[config.mk]
export PLATFORM = sky130hd
export DESIGN_NAME = i2c_rr_arbiter_n
export DESIGN_NICKNAME = d
export VERILOG_FILES = /design/src/rtl/i2c_arb_pkg.sv /design/src/rtl/i2c_rr_arbiter_n_rr_pick.sv /design/src/rtl/i2c_rr_arbiter_n.sv
export SDC_FILE = /design/constraint.sdc
export NUM_CORES = 1
export LEC_CHECK = 0
export CAP_MARGIN = 25
export CORE_MARGIN = 1.5
export CORE_UTILIZATION = 58
export DETAILED_ROUTE_END_ITERATION = 10
export PLACE_DENSITY_LB_ADDON = 0.12
export SETUP_SLACK_MARGIN = 0.15
export SLEW_MARGIN = 20
export SYNTH_ARGS = -nofsm -noshare
export SYNTH_HDL_FRONTEND = slang
export SYNTH_SLANG_ARGS = --single-unit
[constraint.sdc]
create_clock -name clk -period 2.75 [get_ports clk]
set_clock_uncertainty 0.05 [all_clocks]
set_input_delay 0.55 -clock clk [delete_from_list [all_inputs] [get_ports clk]]
set_output_delay 0.55 -clock clk [all_outputs]
set_load 0.02 [all_outputs]
[src/rtl/i2c_arb_pkg.sv]
// Shared types and constants for the I2C round-robin bus arbiter.
package i2c_arb_pkg;

  localparam int unsigned DEF_N_MASTERS      = 4;
  localparam int unsigned DEF_TIMEOUT_CYCLES = 1024;
  localparam int unsigned DEF_GUARD_CYCLES   = 2;

  typedef enum logic [1:0] {
    ST_IDLE  = 2'd0,
    ST_GRANT = 2'd1,
    ST_GUARD = 2'd2
  } arb_state_t;

  // Bits needed to index n items; never less than 1.
  function automatic int unsigned clog2_w(input int unsigned n);
    int unsigned w;
    w = 1;
    while ((64'd1 << w) < 64'(n)) w = w + 1;
    return w;
  endfunction

endpackage

[src/rtl/i2c_rr_arbiter_n_rr_pick.sv]
// Rotating-priority picker: first set request bit after last_id, with wrap.
module rr_pick
  import i2c_arb_pkg::*;
#(
  parameter int unsigned N_MASTERS = DEF_N_MASTERS
) (
  input  logic [N_MASTERS-1:0]          req,
  input  logic [clog2_w(N_MASTERS)-1:0] last_id,
  output logic                          valid,
  output logic [clog2_w(N_MASTERS)-1:0] id
);

  localparam int unsigned ID_W = clog2_w(N_MASTERS);

  always_comb begin
    valid = 1'b0;
    id    = '0;
    for (int unsigned k = 1; k <= N_MASTERS; k++) begin
      logic [ID_W-1:0] sel;
      sel = ID_W'((32'(last_id) + k) % N_MASTERS);
      if (!valid && req[sel]) begin
        valid = 1'b1;
        id    = sel;
      end
    end
  end

endmodule

[src/rtl/i2c_rr_arbiter_n.sv]
// Round-robin bus arbiter for N I2C masters with guard gap and grant watchdog.
module i2c_rr_arbiter_n
  import i2c_arb_pkg::*;
#(
  parameter int unsigned N_MASTERS      = DEF_N_MASTERS,
  parameter int unsigned TIMEOUT_CYCLES = DEF_TIMEOUT_CYCLES,
  parameter int unsigned GUARD_CYCLES   = DEF_GUARD_CYCLES
) (
  input  logic                          clk,
  input  logic                          rst_n,
  input  logic [N_MASTERS-1:0]          req,
  input  logic [N_MASTERS-1:0]          done,
  output logic [N_MASTERS-1:0]          grant,
  output logic [clog2_w(N_MASTERS)-1:0] grant_id,
  output logic                          busy,
  output logic                          timeout,
  output logic [clog2_w(N_MASTERS)-1:0] timeout_id
);

  localparam int unsigned ID_W       = clog2_w(N_MASTERS);
  localparam int unsigned WD_W       = clog2_w(TIMEOUT_CYCLES + 1);
  localparam int unsigned WD_LAST    = (TIMEOUT_CYCLES == 0) ? 0 : TIMEOUT_CYCLES - 1;
  localparam int unsigned GUARD_LAST = (GUARD_CYCLES == 0) ? 0 : GUARD_CYCLES - 1;
  localparam logic [ID_W-1:0] LAST_RST = ID_W'(N_MASTERS - 1);

  arb_state_t           state, state_nxt;
  logic [N_MASTERS-1:0] grant_nxt;
  logic [ID_W-1:0]      grant_id_nxt;
  logic                 timeout_nxt;
  logic [ID_W-1:0]      timeout_id_nxt;
  logic [WD_W-1:0]      wdog, wdog_nxt;
  logic [3:0]           gcnt, gcnt_nxt;
  logic [ID_W-1:0]      last_id, last_id_nxt;

  logic                 pick_valid;
  logic [ID_W-1:0]      pick_id;
  logic                 own_done;
  logic                 own_req;
  logic                 expiry;

  rr_pick #(
    .N_MASTERS (N_MASTERS)
  ) u_pick (
    .req     (req),
    .last_id (last_id),
    .valid   (pick_valid),
    .id      (pick_id)
  );

  assign busy = (state == ST_GRANT) || (state == ST_GUARD);

  always_ff @(posedge clk or negedge rst_n) begin
    if (!rst_n) begin
      state      <= ST_IDLE;
      grant      <= '0;
      grant_id   <= '0;
      timeout    <= 1'b0;
      timeout_id <= '0;
      wdog       <= '0;
      gcnt       <= '0;
      last_id    <= LAST_RST;
    end else begin
      state      <= state_nxt;
      grant      <= grant_nxt;
      grant_id   <= grant_id_nxt;
      timeout    <= timeout_nxt;
      timeout_id <= timeout_id_nxt;
      wdog       <= wdog_nxt;
      gcnt       <= gcnt_nxt;
      last_id    <= last_id_nxt;
    end
  end

  always_comb begin
    state_nxt      = state;
    grant_nxt      = grant;
    grant_id_nxt   = grant_id;
    timeout_nxt    = 1'b0;
    timeout_id_nxt = timeout_id;
    wdog_nxt       = wdog;
    gcnt_nxt       = gcnt;
    last_id_nxt    = last_id;

    own_done = done[grant_id];
    own_req  = req[grant_id];
    expiry   = (TIMEOUT_CYCLES != 0) && (wdog == WD_W'(WD_LAST));

    case (state)
      ST_IDLE: begin
        if (pick_valid) begin
          state_nxt    = ST_GRANT;
          grant_nxt    = N_MASTERS'(1) << pick_id;
          grant_id_nxt = pick_id;
          wdog_nxt     = '0;
        end
      end
      ST_GRANT: begin
        if (own_done || !own_req || expiry) begin
          // A master that finishes or withdraws on the expiry cycle is a normal release.
          timeout_nxt  = expiry && !own_done && own_req;
          if (timeout_nxt) timeout_id_nxt = grant_id;
          grant_nxt    = '0;
          grant_id_nxt = '0;
          last_id_nxt  = grant_id;
          gcnt_nxt     = '0;
          state_nxt    = (GUARD_CYCLES == 0) ? ST_IDLE : ST_GUARD;
        end else begin
          wdog_nxt = wdog + WD_W'(1);
        end
      end
      ST_GUARD: begin
        if (gcnt == 4'(GUARD_LAST)) state_nxt = ST_IDLE;
        else                        gcnt_nxt  = gcnt + 4'd1;
      end
      default: begin
        state_nxt    = ST_IDLE;
        grant_nxt    = '0;
        grant_id_nxt = '0;
      end
    endcase
  end

endmodule

# [After elaboration in Yosys (flattened, before gate mapping)]
# Cells that the tools add are included.
[word_totals] latchBits=0 elab_cells=89 register_bits=28 rom_bits=0 inputBits=10 ram_bits=0 mem_count=0
[op_classes] magnitude_cmp=5 n_reduce_logical=22 mul=0 div=0 shift=1 bitwise=1 add_sub_neg=6 muxes=37 n_eq_ne=9
[ops] cell="11-bit two-way mux" n=2
[ops] cell="11-bit case mux with 2 select lines" n=1
[ops] cell="2-bit two-way mux" n=9
[ops] cell="2-bit by 3-bit < comparator with 1-bit output, second input constant" n=5
[ops] cell="3-bit AND reduction" n=5
[ops] cell="1-bit binary-select mux with 2-bit select" n=6
[ops] cell="1-bit two-way mux" n=12
[ops] cell="4-bit two-way mux" n=3
[ops] cell="2-bit case mux with 3 select lines" n=2
[ops] cell="4-bit case mux with 3 select lines" n=1
[ops] cell="11-bit by 1-bit adder with 11-bit output, second input constant" n=1
[ops] cell="11-bit by 10-bit == test with 1-bit output, second input constant" n=1
[ops] cell="4-bit case mux with 2 select lines" n=1
[ops] cell="2-bit inequality test, second input constant" n=3
[ops] cell="1-bit logical AND" n=5
[ops] cell="1-bit logical NOT" n=5
[ops] cell="2-bit by 1-bit adder with 2-bit output, second input constant" n=2
[ops] cell="2-bit adder, second input constant" n=2
[ops] cell="4-bit by 1-bit adder with 4-bit output, second input constant" n=1
[ops] cell="4-bit by 1-bit == test with 1-bit output, second input constant" n=1
[ops] cell="2-bit by 1-bit inequality test with 1-bit output, second input constant" n=2
[ops] cell="2-bit nonzero test" n=2
[ops] cell="1-bit by 2-bit left shift with 4-bit output, first input constant" n=1
[ops] cell="1-bit logical OR" n=3
[ops] cell="other kinds (5)" n=5

# [Logic depth before layout (Yosys ltp)]
[depth] ltp_word=16 depth_mapped=8 mapped_depth_nobuf=7

# [Hierarchy]
# From an unflattened synthesis, not the netlist that was laid out.
[unflattened] hier_cells=178 area_unflattened_um2=1784.2
[by_module_without_submodules] module="i2c_rr_arbiter_n" area_per_inst_um2=1692.9 cells_each=164 seq_area_each_um2=703.2 instances=1
[by_module_without_submodules] module="rr_pick" area_per_inst_um2=91.3 cells_each=14 seq_area_each_um2=0.0 instances=1

# [Worst setup path after synthesis]
# Ideal clock, no wire load.
[synth_timing] kind="input-to-reg" from="input req[3]" to="register state[0]" n_path_buf=1 setup_slack_ps=748 setup_time_ps=128 stages=6 arrival_ps=1824 path_cell_list="nor2b_1 > mux4_2 > buf_6 > nand3_1 > nand3_1 > mux2_1"
[synth_via] elab_chain_len=14 word_cells_on_any_way=26
[synth_lines] element="start: declaration" line="i2c_rr_arbiter_n.sv:11" text="input logic [N_MASTERS-1:0] req,"
[synth_lines] element="1-bit binary-select mux with 2-bit select" line="i2c_rr_arbiter_n_rr_pick.sv:21" text="if (!valid && req[sel]) begin"
[synth_lines] element="1-bit two-way mux (implied by the code)" line="i2c_rr_arbiter_n_rr_pick.sv:21"
[synth_lines] element="1-bit two-way mux" line="i2c_rr_arbiter_n_rr_pick.sv:21"
[synth_lines] element="1-bit logical NOT" line="i2c_rr_arbiter_n_rr_pick.sv:21"
[synth_lines] element="1-bit logical AND" line="i2c_rr_arbiter_n_rr_pick.sv:21"
[synth_lines] element="1-bit two-way mux" line="i2c_rr_arbiter_n_rr_pick.sv:21"
[synth_lines] element="1-bit logical NOT" line="i2c_rr_arbiter_n_rr_pick.sv:21"
[synth_lines] element="1-bit logical AND" line="i2c_rr_arbiter_n_rr_pick.sv:21"
[synth_lines] element="1-bit two-way mux" line="i2c_rr_arbiter_n_rr_pick.sv:21"
[synth_lines] element="1-bit logical NOT" line="i2c_rr_arbiter_n_rr_pick.sv:21"
[synth_lines] element="1-bit logical AND" line="i2c_rr_arbiter_n_rr_pick.sv:21"
[synth_lines] element="1-bit two-way mux" line="i2c_rr_arbiter_n_rr_pick.sv:21"
[synth_lines] element="2-bit inequality test (no line)"
[synth_lines] element="3-bit AND reduction (no line) (*)"
[synth_lines] element="end signal: assignment" line="i2c_rr_arbiter_n.sv:63" text="state <= state_nxt;"
[synth_lines] element="end: declaration" line="i2c_rr_arbiter_n.sv:26" text="arb_state_t state, state_nxt;"
# Every way passes the cells marked *; elsewhere a longest branch is shown, timed or not. The select of a mux whose other input is x is not followed.
# A chain may end at the register's enable or synchronous reset.

# [Worst setup path in the final report]
[layout_timing] from="register state[0]" to="output busy"
[layout_via] elab_chain_len=2 word_cells_on_any_way=3
[layout_lines] element="2-bit by 1-bit == test with 1-bit output or 2-bit == test (tied branches)" line="i2c_rr_arbiter_n.sv:50" text="assign busy = (state == ST_GRANT) || (state == ST_GUARD);"
[layout_lines] element="1-bit logical OR (*)" line="i2c_rr_arbiter_n.sv:50"
[layout_lines] element="end: declaration" line="i2c_rr_arbiter_n.sv:15" text="output logic busy,"
# Every way passes the cells marked *; elsewhere a longest branch is shown, timed or not.

==> out/metrics.cfg <==
[die]
rows = 18
ios = 20
die_height_um = 54.56
design.core.area_um2 = 2500
initial_core_util = 0.6166
dieArea_um2 = 2976
fp.dieW_um = 54.56

[place]
postPlaceCellArea_um2 = 1764
portBuffers = 19
place_ws_ns = 0.07501
dp_hpwl_um = 2166
place.gp.congestion = 0.8518

[cts]
htreeDepth = 1
cts_tree = yes
post_cts_buffers = 0
cts_resized = 0
clkLatencyLatePin_ns = 0.33
cts_root_buffer = clkbuf_4
cts-buffers-inserted = 3
path_clk_slew_ns = 0.15
clockBufferDepth = 2
cts.sinks = 28
hold_buffers = 0

[yosys]
syn_nets = 169
synth_cell_types = 39
synth_edf_count = 0
async_flop_share = 1.000
synth_area_leaders = dfrtp_1, ha_1, nand2_1
yosysSeqAreaShare = 0.4562
syn_area_per_cell_um2 = 10.14
synth_common_cells = dfrtp_1, nand2_1, inv_1
synth_seq_cells = 28
yosysMostFrequentCell = dfrtp_1
synth_top_area_frac = 0.4221
synthCells = 152
synthesis.area_um2 = 1541
ys.flop_type = dfrtp_1
ys_warn_count = 0
yosysTopAreaCell = dfrtp_1

[detailed_routing]
route.detailed.drc = 0
routed_wl_um = 2898
dr.first_iter.drc_count = 19
vias = 1182
wl_per_cell_um = 14.21
ant_nets = 0
first_pass_iters = 4
viasPerCell = 5.794

[finish]
nets = 192
drive_gt1_frac = 0.1034
final_cell_area_um2 = 1800
antenna_cells = 0
areaGrowthSynthToFinish_pct = 16.80

[setup_path]
path_max_fanout = 3
worstSetupPathType = reg2out
cp-start-kind = flop
end_kind = output port
crit_required_ns = 2.15
crit_arrival_ns = 1.74

[power_and_ir_drop]
ir_drop_mv = 0.6194
p_per_area_nw_per_um2 = 781.4
leakage_nw = 0.8202

[global_route]
grt_pass1_wl_um = 4816
grt_use_total = 0.2214
overflow = 0
grt_max_degree = 29
antenna_found_initial = 0
grt_pass1_vias = 1161

[timing]
timing.slew.headroom = 0.4676
grt_setup_unrepaired = no
timing.final.crit_period_ns = 2.342
post-route-period-util = 0.8516
setup_ws_ns = 0.4080
max_freq_mhz = 427.0
finalSetupViolCount = 0
hold_viol_final = 0
finalMaxSlewViolations = 0
worst_pin_slew_ns = 0.7969
tns_ns = 0

[run]
cap_violations = 0

[hold_path]
min_path_type = reg2reg

[status]
status = finished, final reports clean

==> per-layer routing <==
layer / routed length [um] / up-vias / track usage / share of wire
met5: 0 / - / 0 / 0
met4: 29 / 0 / 0.07083 / 0.010
met3: 162 / 4 / 0.02186 / 0.056
met2: 1389 / 36 / 0.3835 / 0.48
met1: 1316 / 556 / 0.2908 / 0.45
li1: - / 586 / - / -
==> stage by stage <==
stage,std cells,power [mW],hold WS [ns],utilization
6_report,204,1.407,0.4488,0.7202
5_1_grt,204,1.510,0.4669,0.7202
3_3_place_gp,200,1.183,0.4128,0.7057
3_5_place_dp,200,1.220,0.4270,0.7057
2_1_floorplan,152,1.025,0.2044,-
4_1_cts,204,1.419,0.4537,0.7202
==> logic make-up (layout without fill, tap and decap cells) <==
| family | Yosys count | after routing | synth area share |
|---|---|---|---|
| compound gates | 27 | 27 | 0.1226 |
| xor+xnor | 4 | 4 | 0.02272 |
| fa+ha+maj | 7 | 7 | 0.05682 |
| buf+inv | 13 | 35 | 0.04220 |
| flops | 28 | 28 | 0.4562 |
| mux | 12 | 12 | 0.09010 |
| simple gates | 61 | 61 | 0.2094 |
==> power breakdown <==
group	internal [mW]	leakage [nW]	total, mW	switching [mW]
Clock	0.0810	0.0210	0.199	0.118
Combinational	0.270	0.424	0.632	0.361
Sequential	0.501	0.375	0.577	0.0752
Total	0.853	0.820	1.41	0.554
==> cells in the final DEF (no fill, tap or decap), types with 2 or more instances in the layout <==
cell type,count
dfstp_2,2
clkdlybuf4s50_1,19
mux2_1,2
o31ai_1,6
a21oi_1,6
mux2_2,3
nand4_1,7
mux2i_1,6
or3_1,4
inv_1,8
o21ai_0,5
xor2_1,4
dfrtp_1,26
nand2b_1,2
and3_1,2
nand3_1,5
o21ai_1,2
nor2b_1,6
clkbuf_4,3
and4_1,2
nor2_1,6
ha_1,7
nand2_1,21
buf_4,4
and2_1,2
==> sequential cells by signal, indices dropped and copies added (netlist names) <==
name        count
gcnt            4
grant           4
grant_id        2
last_id         2
state           2
timeout         1
timeout_id      2
wdog           11
==> cell type report <==
type | count | area (um^2)
sequential | 28 | 703.2
inverter | 8 | 30.03
multi-input combinational | 111 | 773.2
tap | 30 | 37.54
fill | 197 | 699.4
timing repair buffer | 23 | 220.2
clock buffer | 4 | 36.28
==> worst paths after layout <==
path / end / start / slack, ns / depth (start not counted)
worst max-delay path: busy / state[0] / 0.41 / 3
min in group asynchronous: wdog[0] / rst_n / 0.53 / 2
max in group asynchronous: last_id[1] / rst_n / 1.81 / 2
worst min-delay path: grant[0] / grant[0] / 0.45 / 2
worst max register to register: wdog[7] / wdog[0] / 0.62 / 7
worst min register to register: grant[0] / grant[0] / 0.45 / 2
==> worst max-delay path, cell delays in order, from the launching register on <==
cell,delay [ns]
dfrtp_1,0.41
inv_1,0.09
ha_1,0.29
clkdlybuf4s50_1,0.62
Note: power is estimated with default switching activity, not from simulation.
